==> src/rtl/ysyx_24120013_ctrl_pkg.sv <==
// ysyx_24120013_ctrl_pkg
//   Shared encodings for the NPC sequencing controller:
//   - IDU instruction-class commands;
//   - FSM state encodings (also exported on the debug `state` port);
//   - halt-reason codes.
package ysyx_24120013_ctrl_pkg;

  localparam logic [2:0] CMD_INVALID = 3'd0;
  localparam logic [2:0] CMD_ALU     = 3'd1;
  localparam logic [2:0] CMD_LOAD    = 3'd2;
  localparam logic [2:0] CMD_STORE   = 3'd3;
  localparam logic [2:0] CMD_BRANCH  = 3'd4;
  localparam logic [2:0] CMD_JUMP    = 3'd5;
  localparam logic [2:0] CMD_EBREAK  = 3'd6;
  localparam logic [2:0] CMD_RSVD    = 3'd7;

  typedef enum logic [2:0] {
    ST_IDLE   = 3'd0,
    ST_FETCH  = 3'd1,
    ST_DECODE = 3'd2,
    ST_EXEC   = 3'd3,
    ST_MEM    = 3'd4,
    ST_WB     = 3'd5,
    ST_HALT   = 3'd6
  } state_t;

  localparam logic [1:0] HALT_NONE    = 2'd0;
  localparam logic [1:0] HALT_EBREAK  = 2'd1;
  localparam logic [1:0] HALT_ILLEGAL = 2'd2;
  localparam logic [1:0] HALT_LSU_TO  = 2'd3;

endpackage

==> src/rtl/ysyx_24120013_watchdog.sv <==
// ysyx_24120013_watchdog
//   Saturating wait counter with clear/enable and an expire flag.
//   Ports:
//     clk, rst  - clock, asynchronous active-low reset
//     clr       - clear counter to 0 (has priority over en)
//     en        - count one wait cycle
//     expired   - counter has reached LIMIT (never set when LIMIT == 0)
//   The counter stops at LIMIT so it can never wrap.
module ysyx_24120013_watchdog #(
  parameter int LIMIT = 255
) (
  input  logic clk,
  input  logic rst,
  input  logic clr,
  input  logic en,
  output logic expired
);

  // LIMIT == 0 still needs a 1-bit register to stay legal.
  localparam int CW = (LIMIT < 1) ? 1 : $clog2(LIMIT + 1);
  localparam logic [CW-1:0] LIM = CW'(LIMIT);

  logic [CW-1:0] cnt_q;
  logic          at_lim;

  assign at_lim  = (cnt_q == LIM);
  assign expired = (LIMIT != 0) && at_lim;

  always_ff @(posedge clk or negedge rst) begin
    if (!rst) begin
      cnt_q <= '0;
    end else if (clr) begin
      cnt_q <= '0;
    end else if (en && !at_lim) begin
      cnt_q <= cnt_q + CW'(1);
    end
  end

endmodule

==> src/rtl/ysyx_24120013_seq_ctrl.sv <==
// ysyx_24120013_seq_ctrl
//   Multi-cycle sequencing controller: IDLE -> FETCH -> DECODE -> EXEC
//   [-> MEM] -> WB -> FETCH ..., with HALT on ebreak, illegal command or
//   LSU watchdog timeout. All outputs decode from registered state.
//   Ports:
//     clk, rst        - clock, asynchronous active-low reset
//     start           - leave IDLE
//     ifu_req/ifu_ack - fetch handshake
//     idu_cmd         - instruction class, latched in DECODE
//     exu_en          - one-cycle execute strobe
//     lsu_req/lsu_we/lsu_ack - memory handshake (lsu_we = store)
//     rf_we, pc_we    - writeback enables
//     halt, halt_code - sticky halt and its reason
//     state           - current FSM state (debug)
//     cycle_cnt, instret_cnt - perf counters, only with
//                       YSYX_24120013_PERF_EN defined
module ysyx_24120013_seq_ctrl
  import ysyx_24120013_ctrl_pkg::*;
#(
  parameter int CMD_WIDTH   = 3,
  parameter int LSU_TIMEOUT = 255
) (
  input  logic                 clk,
  input  logic                 rst,
  input  logic                 start,
  output logic                 ifu_req,
  input  logic                 ifu_ack,
  input  logic [CMD_WIDTH-1:0] idu_cmd,
  output logic                 exu_en,
  output logic                 lsu_req,
  output logic                 lsu_we,
  input  logic                 lsu_ack,
  output logic                 rf_we,
  output logic                 pc_we,
  output logic                 halt,
  output logic [1:0]           halt_code,
  output logic [2:0]           state
`ifdef YSYX_24120013_PERF_EN
  ,
  output logic [63:0]          cycle_cnt,
  output logic [63:0]          instret_cnt
`endif
);

  localparam logic [CMD_WIDTH-1:0] C_ALU    = CMD_WIDTH'(CMD_ALU);
  localparam logic [CMD_WIDTH-1:0] C_LOAD   = CMD_WIDTH'(CMD_LOAD);
  localparam logic [CMD_WIDTH-1:0] C_STORE  = CMD_WIDTH'(CMD_STORE);
  localparam logic [CMD_WIDTH-1:0] C_BRANCH = CMD_WIDTH'(CMD_BRANCH);
  localparam logic [CMD_WIDTH-1:0] C_JUMP   = CMD_WIDTH'(CMD_JUMP);
  localparam logic [CMD_WIDTH-1:0] C_EBREAK = CMD_WIDTH'(CMD_EBREAK);

  state_t               state_q, state_nxt;
  logic [1:0]           halt_code_q, halt_code_nxt;
  logic [CMD_WIDTH-1:0] cmd_q;
  logic                 wd_expired;

  // Counter runs only while in MEM; any other state holds it cleared,
  // so every MEM entry starts from zero.
  ysyx_24120013_watchdog #(
    .LIMIT (LSU_TIMEOUT)
  ) u_watchdog (
    .clk     (clk),
    .rst     (rst),
    .clr     (state_q != ST_MEM),
    .en      ((state_q == ST_MEM) && !lsu_ack),
    .expired (wd_expired)
  );

  always_ff @(posedge clk or negedge rst) begin
    if (!rst) begin
      state_q     <= ST_IDLE;
      halt_code_q <= HALT_NONE;
      cmd_q       <= '0;
    end else begin
      state_q     <= state_nxt;
      halt_code_q <= halt_code_nxt;
      if (state_q == ST_DECODE) cmd_q <= idu_cmd;
    end
  end

  always_comb begin
    state_nxt     = state_q;
    halt_code_nxt = halt_code_q;
    case (state_q)
      ST_IDLE:   if (start) state_nxt = ST_FETCH;
      ST_FETCH:  if (ifu_ack) state_nxt = ST_DECODE;
      ST_DECODE: begin
        // Decision uses the live command; cmd_q is loaded this same edge.
        if (idu_cmd == C_EBREAK) begin
          state_nxt     = ST_HALT;
          halt_code_nxt = HALT_EBREAK;
        end else if (idu_cmd == C_ALU  || idu_cmd == C_LOAD   ||
                     idu_cmd == C_STORE || idu_cmd == C_BRANCH ||
                     idu_cmd == C_JUMP) begin
          state_nxt = ST_EXEC;
        end else begin
          state_nxt     = ST_HALT;
          halt_code_nxt = HALT_ILLEGAL;
        end
      end
      ST_EXEC:   state_nxt = (cmd_q == C_LOAD || cmd_q == C_STORE) ? ST_MEM : ST_WB;
      ST_MEM: begin
        // A late ack in the expiring cycle still completes the access.
        if (lsu_ack) begin
          state_nxt = ST_WB;
        end else if (wd_expired) begin
          state_nxt     = ST_HALT;
          halt_code_nxt = HALT_LSU_TO;
        end
      end
      ST_WB:     state_nxt = ST_FETCH;
      ST_HALT:   state_nxt = ST_HALT;
      default:   state_nxt = ST_IDLE;
    endcase
  end

  always_comb begin
    ifu_req = (state_q == ST_FETCH);
    exu_en  = (state_q == ST_EXEC);
    lsu_req = (state_q == ST_MEM);
    lsu_we  = (state_q == ST_MEM) && (cmd_q == C_STORE);
    pc_we   = (state_q == ST_WB);
    rf_we   = (state_q == ST_WB) &&
              (cmd_q == C_ALU || cmd_q == C_LOAD || cmd_q == C_JUMP);
    halt    = (state_q == ST_HALT);
  end

  assign halt_code = halt_code_q;
  assign state     = state_q;

`ifdef YSYX_24120013_PERF_EN
  logic [63:0] cycle_q, instret_q;

  always_ff @(posedge clk or negedge rst) begin
    if (!rst) begin
      cycle_q   <= '0;
      instret_q <= '0;
    end else begin
      if (state_q != ST_IDLE && state_q != ST_HALT) cycle_q <= cycle_q + 64'd1;
      if (state_q == ST_WB) instret_q <= instret_q + 64'd1;
    end
  end

  assign cycle_cnt   = cycle_q;
  assign instret_cnt = instret_q;
`endif

endmodule

==> config.mk <==
export PLATFORM = sky130hd
export DESIGN_NAME = ysyx_24120013_seq_ctrl
export DESIGN_NICKNAME = d
export VERILOG_FILES = /design/src/rtl/ysyx_24120013_ctrl_pkg.sv /design/src/rtl/ysyx_24120013_watchdog.sv /design/src/rtl/ysyx_24120013_seq_ctrl.sv
export SDC_FILE = /design/constraint.sdc
export NUM_CORES = 1
export LEC_CHECK = 0
export ABC_AREA = 0
export BUFFER_PORTS_ARGS = -buffer_cell sky130_fd_sc_hd__buf_2
export CAP_MARGIN = 40
export CORE_ASPECT_RATIO = 1.2
export CORE_MARGIN = 2
export CORE_UTILIZATION = 47
export CTS_CLUSTER_SIZE = 8
export DETAILED_ROUTE_END_ITERATION = 10
export HOLD_SLACK_MARGIN = 0.12
export PLACE_DENSITY = 0.74
export SYNTH_ARGS = -nofsm -noshare
export SYNTH_HDL_FRONTEND = slang
export SYNTH_SLANG_ARGS = --single-unit
==> constraint.sdc <==
create_clock -name clk -period 1.9 [get_ports clk]
set_input_delay 0 -clock clk [delete_from_list [all_inputs] [get_ports clk]]
set_output_delay 0 -clock clk [all_outputs]
set_load 0.005 [all_outputs]
==> results by group <==
Logic synthesis
  – Cells after synthesis: 93
  – Syn Std Cell Area: 897 sq um
  – Synth warn: 0
  – Mean Syn Cell Area: 9.65 sq um
  – Post-synth top area cell: dfrtp_1
  – Share of Yosys cell area claimed by the top area cell type: 44.6%
  – Most used DFF post-synth: dfrtp_1
  – Most numerous cell in the Yosys netlist: dfrtp_1
  – Syn nets: ~100
  – EDFF count, synth: 0
  – Post-synth cell types: 32
  – Top post-synthesis cells by count: 16 x dfrtp_1, 10 x nand2_1, 8 x nor2_1
  – Post-synthesis register bit count: 16
  – Top post-synthesis cells by area: dfrtp_1 45%, mux2_2 6.3%, nand2_1 4.2%, xnor2_1 3.9%, a21oi_1 3.3%
  – Seq/Total Area, Yosys: 44.6%
  – Post-synthesis async set-or-reset flop share: 100%

Drt
  – DRC violations left: 0
  – Post-route ant nets: 0
  – Routed WL per cell: 13.5 um
  – Vias post-DR: about 800
  – First-pass DRT Iterations: 4
  – Vias per Instance: 5.56
  – Total length of routed wires: about 1.9 mm
  – DRT iter0 DRCs: 11

Finish
  – Fill count: 163
  – Layout cells sized above 1: 28.2%
  – Area grow syn2layout: 25.4%
  – Area taken by multi-input logic gates: between 400 and 500 sq um
  – Reg area: 400 sq um
  – Final cell count without fillers: 143
  – Final Instance Area: 1120 sq um
  – Nets@finish: 135
  – Diode count: 0

Clocking
  – Setup bufs post-CTS: 0
  – Clock buffer depth: 2
  – CTS tree: done
  – Num CTS Buffers: 3
  – Clock sinks: 16
  – CTS resizes: 0
  – CTS clk-pin slew, worst paths: 90 ps
  – Clock latency on the worst-skew pair: ~290 ps
  – H-tree depth: 1
  – CTS root buf: clkbuf_4

Placed design
  – PortBufs: 19
  – Placed Area: 1040 sq um
  – Placed cells: 134
  – Gpl congestion: around 0.78
  – Detailed Place HPWL: 1.44 mm

Timing
  – Clock period minus worst slack: 1800 ps
  – Fmax: approximately 0.56 GHz
  – Final Cycle Share: 94.7%
  – Slew headroom: 66.7%
  – Worst slew pin tran: approximately 500 ps
  – Hold Fails Final Rpt: 0
  – Clock skew: 5.16 ps
  – Aggregate negative setup slack: 0 ps
  – RSZ-0062 raised after global routing: no
  – Max Slew Vio Count: 0
  – Setup violators final: 0

Min path
  – Hold WC Path Type: in2async

Die
  – Die area: 2280 sq um
  – Core ar.: 1830 sq um
  – I/O Pins: 20
  – DIE WIDTH: between 40 and 50 um
  – Number of placement rows: 17
  – Die Height: roughly 52 um
  – Starting Density: 49.0%

Pwr
  – Pint: 802 uW
  – Switching part of the total: 34.7%
  – Psw: 426 uW
  – Clock Power Share: ~14%
  – P per Cell Area: 1090 nW/um^2
  – Logic pwr share: 46.8%
  – Worst vdd ir: 0.491 mV
  – Leak: ~0.00053 uW
  – Reg power frac: 38.8%

Flow run
  – Max-cap violations: 0

Global route
  – First-pass GRT wire length: 3.21 mm
  – Largest net degree at the start of global routing: 17
  – Total GRT Usage: 19.5%
  – Antenna violations before repair: 0
  – Gr ovfl total: 0
  – Vias in the first global route: 764

Worst setup path
  – CP arrival: 2020 ps
  – Worst-path fanout max: 5
  – Worst reg-to-reg path cell count: 4
  – Reg2reg end: u_watchdog.cnt_q[7]
  – CP Launch Point: state[1]
  – Worst R2R Start: state[1]
  – CP endpoint kind: register
  – Startpoint types: register
  – CP Data Required Time: between 2000 and 2500 ps
  – Flop-to-flop setup slack: 100 ps
  – Critical setup path kind: reg2reg

Outcome
  – Status: complete, no violations
[worst max path at each step]
stage,to,slack [ps],cells after the start
final,u_watchdog.cnt_q[7],100,4
after floorplan,u_watchdog.cnt_q[7],30,5
after global placement,u_watchdog.cnt_q[7],150,4
after CTS,u_watchdog.cnt_q[7],90,4
after detailed placement,u_watchdog.cnt_q[7],120,4
after global routing,u_watchdog.cnt_q[7],30,4
[logic make-up (layout without fill, tap and decap cells)]
group | after synthesis | count (layout) | share of synthesized area (%)
XOR/XNOR | 4 | 4 | 3.90
buffers and inverters | 7 | 38 | 3.77
AO/OA/AOI/OAI | 20 | 20 | 15.2
adder cells (fa/ha/maj) | 1 | 1 | 1.39
multiplexers | 7 | 7 | 8.51
AND/OR/NAND/NOR | 38 | 38 | 22.6
flip-flops | 16 | 16 | 44.6
[worst max-delay path: stages (launching register included)]
cell     delay, ps
dfrtp_1        390
or4b_4         580
a211o_1        310
or3_1          320
a21oi_1        140
[stage by stage]
stage | total power (uW) | worst slack [ps] | utilization (%) | hold WS [ps]
floorplan | 831 | 28.3 | - | -296
CTS | 1240 | 93.9 | 61.5 | 163
detailed placement | 1050 | 117 | 57.0 | -62.0
finish | 1230 | 101 | 61.5 | 155
global route | 1320 | 27.1 | 61.5 | 189
global placement | 1040 | 149 | 57.0 | -66.9
[repair_timing]
| item | CTS | global route |
|---|---|---|
| setup endpoints to repair | 0 | 0 |
| hold buffers | 6 | 0 |
| hold endpoints to repair | 23 | 0 |
[routing by layer]
metal | wire (um) | up-vias | share of wire (%) | track usage, %
li1 | - | 398 | - | -
met1 | 872 | 375 | 45 | 24.1
met2 | 962 | 17 | 50 | 33.3
met3 | 58 | 5 | 3.0 | 2.08
met4 | 38 | 0 | 2.0 | 9.09
met5 | 0 | - | 0 | 0
[power by group through the flow]
| stage | clock network (uW) | logic (uW) | registers (uW) |
|---|---|---|---|
| after global placement | 0 | 558 | 480 |
| after detailed placement | 0 | 569 | 484 |
| after CTS | 179 | 581 | 477 |
| after floorplan | 0 | 340 | 492 |
| after global routing | 198 | 634 | 487 |
| final | 177 | 574 | 476 |
[sequential cells by signal, summed over array words and instances, names as in the netlist]
register          cells
state                 3
halt_code             2
cmd_q                 3
u_watchdog.cnt_q      8
[area by class of cell]
cell class / count / area share (%)
Tap cell: 19 / 2.11
Multi-Input combinational cell: 70 / 41.2
Inverter: 4 / 1.33
Clock buffer: 3 / 2.00
Timing Repair Buffer: 31 / 17.8
Sequential cell: 16 / 35.6
[layout by cell type, fill, tap and decap left out, drive strengths merged, types with 3 or more instances in the layout]
cell type,n
mux2,5
dlygate4sd3,6
a21oi,6
nor2b,4
inv,3
nand2,10
dfrtp,16
nor2,8
o21ai,4
clkbuf,3
or3,4
buf,25
and3,3
xnor2,4
Power figures use the tool's default switching activity.
